## src/rtl/sync_tracker.sv

```systemverilog
// Video sync tracker: delays raw H/V syncs, regenerates the pixel position aligned
// with the delayed syncs, and monitors frame timing to report lock and errors.
module sync_tracker #(
    parameter int TOTAL_COLS  = 800,
    parameter int TOTAL_ROWS  = 525,
    parameter int ACTIVE_COLS = 640,
    parameter int ACTIVE_ROWS = 480,
    parameter int CNT_W       = 10,
    parameter int SYNC_DELAY  = 1,
    parameter bit SYNC_POL    = 1'b1,
    parameter int LOCK_FRAMES = 2
) (
    input  logic             clk_i,
    input  logic             rst_n_i,
    input  logic             Hsync_i,
    input  logic             Vsync_i,
    output logic             Hsync_o,
    output logic             Vsync_o,
    output logic [CNT_W-1:0] col_count_o,
    output logic [CNT_W-1:0] row_count_o,
    output logic             active_o,
    output logic             line_start_o,
    output logic             frame_start_o,
    output logic             locked_o,
    output logic             frame_err_o
);

    localparam logic [CNT_W-1:0] COL_LAST = CNT_W'(TOTAL_COLS - 1);
    localparam logic [CNT_W-1:0] ROW_LAST = CNT_W'(TOTAL_ROWS - 1);
    localparam logic [CNT_W-1:0] ACT_COLS = CNT_W'(ACTIVE_COLS);
    localparam logic [CNT_W-1:0] ACT_ROWS = CNT_W'(ACTIVE_ROWS);
    localparam logic [CNT_W-1:0] CNT_ONE  = CNT_W'(1);
    localparam logic [3:0]       LOCK_CNT = 4'(LOCK_FRAMES);

    logic [SYNC_DELAY-1:0] hs_q, vs_q;
    logic [SYNC_DELAY:0]   hs_tap, vs_tap;
    logic [CNT_W-1:0]      col_q, row_q, col_nxt, row_nxt;
    logic [3:0]            good_cnt_q;
    logic                  aligned_q, frame_start_q, frame_err_q;
    logic                  frame_edge, frame_end, good_frame, bad_frame;

    // Tap k of each chain is pipeline stage s[k]; tap 0 is the raw input.
    assign hs_tap = {hs_q, Hsync_i};
    assign vs_tap = {vs_q, Vsync_i};

    assign frame_edge = (vs_tap[SYNC_DELAY-1] == SYNC_POL) && (vs_tap[SYNC_DELAY] != SYNC_POL);
    assign frame_end  = (col_q == COL_LAST) && (row_q == ROW_LAST);

    // Frame quality is only judged once the first edge has aligned the counters;
    // a frame is bad whenever an edge and the frame end fail to coincide.
    assign good_frame = aligned_q && frame_edge && frame_end;
    assign bad_frame  = aligned_q && (frame_edge != frame_end);

    always_comb begin
        // NOTE: defaults first so every path assigns both outputs and no latch is inferred.
        col_nxt = col_q + CNT_ONE;
        row_nxt = row_q;
        if (frame_edge) begin
            col_nxt = '0;
            row_nxt = '0;
        end else if (col_q == COL_LAST) begin
            col_nxt = '0;
            row_nxt = (row_q == ROW_LAST) ? '0 : row_q + CNT_ONE;
        end
    end

    always_ff @(posedge clk_i or negedge rst_n_i) begin
        if (!rst_n_i) begin
            hs_q          <= {SYNC_DELAY{~SYNC_POL}};
            vs_q          <= {SYNC_DELAY{~SYNC_POL}};
            col_q         <= '0;
            row_q         <= '0;
            aligned_q     <= 1'b0;
            frame_start_q <= 1'b0;
            frame_err_q   <= 1'b0;
            good_cnt_q    <= '0;
        end else begin
            // NOTE: non-blocking so every stage samples its predecessor's pre-edge value.
            hs_q          <= hs_tap[SYNC_DELAY-1:0];
            vs_q          <= vs_tap[SYNC_DELAY-1:0];
            col_q         <= col_nxt;
            row_q         <= row_nxt;
            frame_start_q <= (col_nxt == '0) && (row_nxt == '0);
            frame_err_q   <= bad_frame;
            if (frame_edge) begin
                aligned_q <= 1'b1;
            end
            if (bad_frame) begin
                good_cnt_q <= '0;
            end else if (good_frame && (good_cnt_q != LOCK_CNT)) begin
                good_cnt_q <= good_cnt_q + 4'd1;
            end
        end
    end

    assign Hsync_o       = hs_tap[SYNC_DELAY];
    assign Vsync_o       = vs_tap[SYNC_DELAY];
    assign col_count_o   = col_q;
    assign row_count_o   = row_q;
    assign active_o      = (col_q < ACT_COLS) && (row_q < ACT_ROWS);
    assign line_start_o  = (col_q == '0);
    assign frame_start_o = frame_start_q;
    assign frame_err_o   = frame_err_q;
    assign locked_o      = (good_cnt_q == LOCK_CNT);

endmodule

```

## config.mk

```make
export PLATFORM = sky130hd
export DESIGN_NAME = sync_tracker
export DESIGN_NICKNAME = d
export VERILOG_FILES = /design/src/rtl/sync_tracker.sv
export SDC_FILE = /design/constraint.sdc
export NUM_CORES = 1
export LEC_CHECK = 0
export CORE_ASPECT_RATIO = 0.8
export CORE_MARGIN = 2
export CORE_UTILIZATION = 30
export CTS_CLUSTER_SIZE = 10
export DETAILED_ROUTE_END_ITERATION = 10
export DONT_BUFFER_PORTS = 1
export PLACE_DENSITY = 0.49
export SYNTH_ARGS = -nofsm -noshare
export SYNTH_HDL_FRONTEND = slang
export SYNTH_SLANG_ARGS = --single-unit
```

## constraint.sdc

```tcl
create_clock -name clk_i -period 6.5 [get_ports clk_i]
set_clock_uncertainty 0.1 [all_clocks]
set_input_delay 1.3 -clock clk_i [delete_from_list [all_inputs] [get_ports clk_i]]
set_output_delay 1.3 -clock clk_i [all_outputs]
set_load 0.02 [all_outputs]
```

==> flow_summary.yaml <==
status:
  status: "finished, final reports clean"
timing:
  finalSetupTns_ns: 0
  fmax_ghz: 0.288
  finalSetupViolCount: 0
  slew_headroom_pct: 36.2
  grt_setup_unrepaired: "false"
  hold_viol_final: 0
  slew_viol_final: 0
  worst_slew_pin_slew_ns: 0.943
  period_minus_slack_ns: 3.47
  period_share_pct: 53.4
clock_network:
  post-cts-setup-buffer-count: 0
  clockBufferDepth: 2
  cts_tree: "built"
  postCtsResizedCells: 0
  cts_hold_buf: 0
  clock_sinks: 29
  ctsRootBufferMaster: "clkbuf_8"
  cts_buffers: 5
  clkLatencyLatePin_ns: 0.28
  clk_pin_slew_ns: 0.06
  htree_levels: 2
synthesis:
  netlist_instances: 182
  ys_seq_area_share_pct: 42.0
  synth_area_leaders: "dfrtp_1 42%, xnor2_1 4.6%, ha_1 4.3%, nor2_1 4.3%, xor2_1 4.1%"
  yosys.area.top_type: "dfrtp_1"
  synth_top_area_share_pct: 42.0
  ys_top_cells_by_count: "29 x dfrtp_1, 20 x nor2_1, 14 x nand2_1, 10 x a21oi_1"
  ys.flop_type: "dfrtp_1"
  avgSynthCellArea_um2: 9.49
  synth-seq-cells: 29
  synth_cell_types: 44
  synth_nets: 192
  syn_area_um2: 1730
  ys_warn_count: 0
  synth_edf_count: 0
  synthArstFlopShare_pct: 100
  yosysMostFrequentCell: "dfrtp_1"
final_layout:
  synthToLayoutAreaGrowth_pct: 8.41
  final_nets: 190
  utilization_pct: 34.1
  num_antenna_cells: 0
  multiInputGateArea_um2: 913
  regArea_um2: 726
  drive_above_1_share_pct: 9.94
  nFillCells: 576
routing:
  firstDrtPassIters: 4
  wire_per_inst_um: 14.3
  viasPerCell: 4.97
  dr_total_vias: 1286
  drtAntennaViolNets: 0
  drt_iter0_markers: 74
  drc_errors: 0
  drt_wl_total_mm: 3.70
setup_path:
  worst-setup-path-type: "reg -> out"
  start_kind: "flop"
  r2r-start: "col_count_o[0]$_DFF_PN0_"
  crit_family: "simple AND/OR/NAND/NOR gates"
  endpoint_kind: "output port"
  cp_slowest_cell: "nor4b_1"
  critPathMaxStageDelay_ns: 0.81
  worst-path-max-fanout: 9
  startpoint: "col_count_o[3]$_DFF_PN0_"
  arrival_ns: 2.07
  path_buf_inv: 0
  path_cells: "nor4_1 -> nand2_1 -> nor4b_1"
  required_ns: 5.10
global_routing:
  grt_usage_pct: 13.3
  grt_pass1_vias: 1227
  grt_overflow: 0
  grt_pass1_wl_mm: 6.52
  antenna_found_initial: 0
  grt_max_degree: 30
floorplan:
  ioPinCount: 31
  start_util_pct: 31.4
  die_h_um: 71.9
  dieArea_um2: 6380
  placementRows: 24
  coreArea_um2: 5500
  dieWidth_um: 88.8
power_and_ir_drop:
  p_per_area_nw_per_um2: 249
  ir_drop_mv: 0.115
  power_mw: 0.466
  p_leak_nw: 0.755
hold_path:
  hp-start: "aligned_q$_DFFE_PN0P_"
  hp-class: "reg -> reg"
placement:
  port_buffers: 0
  place_hpwl_mm: 2.68
  gp_congestion: 0.737
flow_run:
  drv_cap: 0
[sequential cells by signal, indices dropped and copies added (netlist names)]
signal         flops
Hsync_o            1
Vsync_o            1
aligned_q          1
col_count_o       10
frame_err_o        1
frame_start_o      1
good_cnt_q         4
row_count_o       10
[power breakdown]
part,switching (mW),leakage [nW],internal [mW]
clock network,0.0684,0.0542,0.0955
logic,0.0352,0.313,0.0312
registers,0.0433,0.388,0.193
[cell usage in the layout, fill, tap and decap left out, drive strengths merged, types with 4 or more instances in the layout]
master	count
ha	6
o2bb2ai	4
inv	9
o21ai	5
xor2	8
xnor2	9
nor2	21
nand2	14
dfrtp	29
clkbuf	7
nor3	8
or3	5
nand4	7
nand3	8
a21oi	10
[final timing paths]
| path | to | slack, ns | cells past startpoint |
|---|---|---|---|
| min reg2reg | aligned_q$_DFFE_PN0P_ | 0.44 | 1 |
| min in group asynchronous | frame_err_o$_DFF_PN0_ | 0.61 | 0 |
| max in group asynchronous | row_count_o[1]$_DFF_PN0_ | 5.61 | 0 |
| max | line_start_o | 3.03 | 3 |
| min | aligned_q$_DFFE_PN0P_ | 0.44 | 1 |
| max reg2reg | frame_start_o$_DFF_PN0_ | 3.50 | 7 |
[worst reg2reg max path: stages, from the launching register on]
cell,delay (ns)
dfrtp_1,0.56
ha_1,0.34
nand4_2,0.21
or3_1,0.65
nor3_1,0.35
xnor2_1,0.18
nand4_1,0.14
a2111oi_2,0.36
[through the flow]
stage | area [µm²] | hold WS [ns] | std cells | setup WS [ns]
2_1_floorplan | 1730 | 0.386 | 182 | 3.37
3_3_place_gp | 1770 | 0.431 | 251 | 3.33
3_5_place_dp | 1770 | 0.430 | 251 | 3.33
4_1_cts | 1870 | 0.447 | 259 | 3.01
5_1_grt | 1870 | 0.484 | 259 | 2.91
6_report | 1870 | 0.438 | 259 | 3.03
[routing by layer]
layer  vias to the layer above  share of wire, %  track usage, %
met3                         7               5.2            4.72
met5                         -                 0               0
met2                        27                42            17.0
li1                        645                 -               -
met4                         0               1.1            4.88
met1                       607                52            20.1
[cells by family after synthesis]
kind of cell	Yosys count	share of synthesized area, %
and+or+nand+nor	78	25.5
AOI/OAI and AO/OA	34	14.4
DFF	29	42.0
buffers and inverters	18	5.07
xor gates and xnor gates	17	8.62
adders and majority gates	6	4.35
[area by class of cell]
| class | instances | share of cell area [%] |
|---|---|---|
| Sequential cell | 29 | 38.8 |
| Multi-Input combinational cell | 135 | 48.8 |
| Tap cell | 78 | 5.21 |
| Clock inverter | 1 | 0.267 |
| Inverter | 9 | 1.80 |
| Clock buffer | 7 | 5.15 |
(Power assumes the default switching activity.)
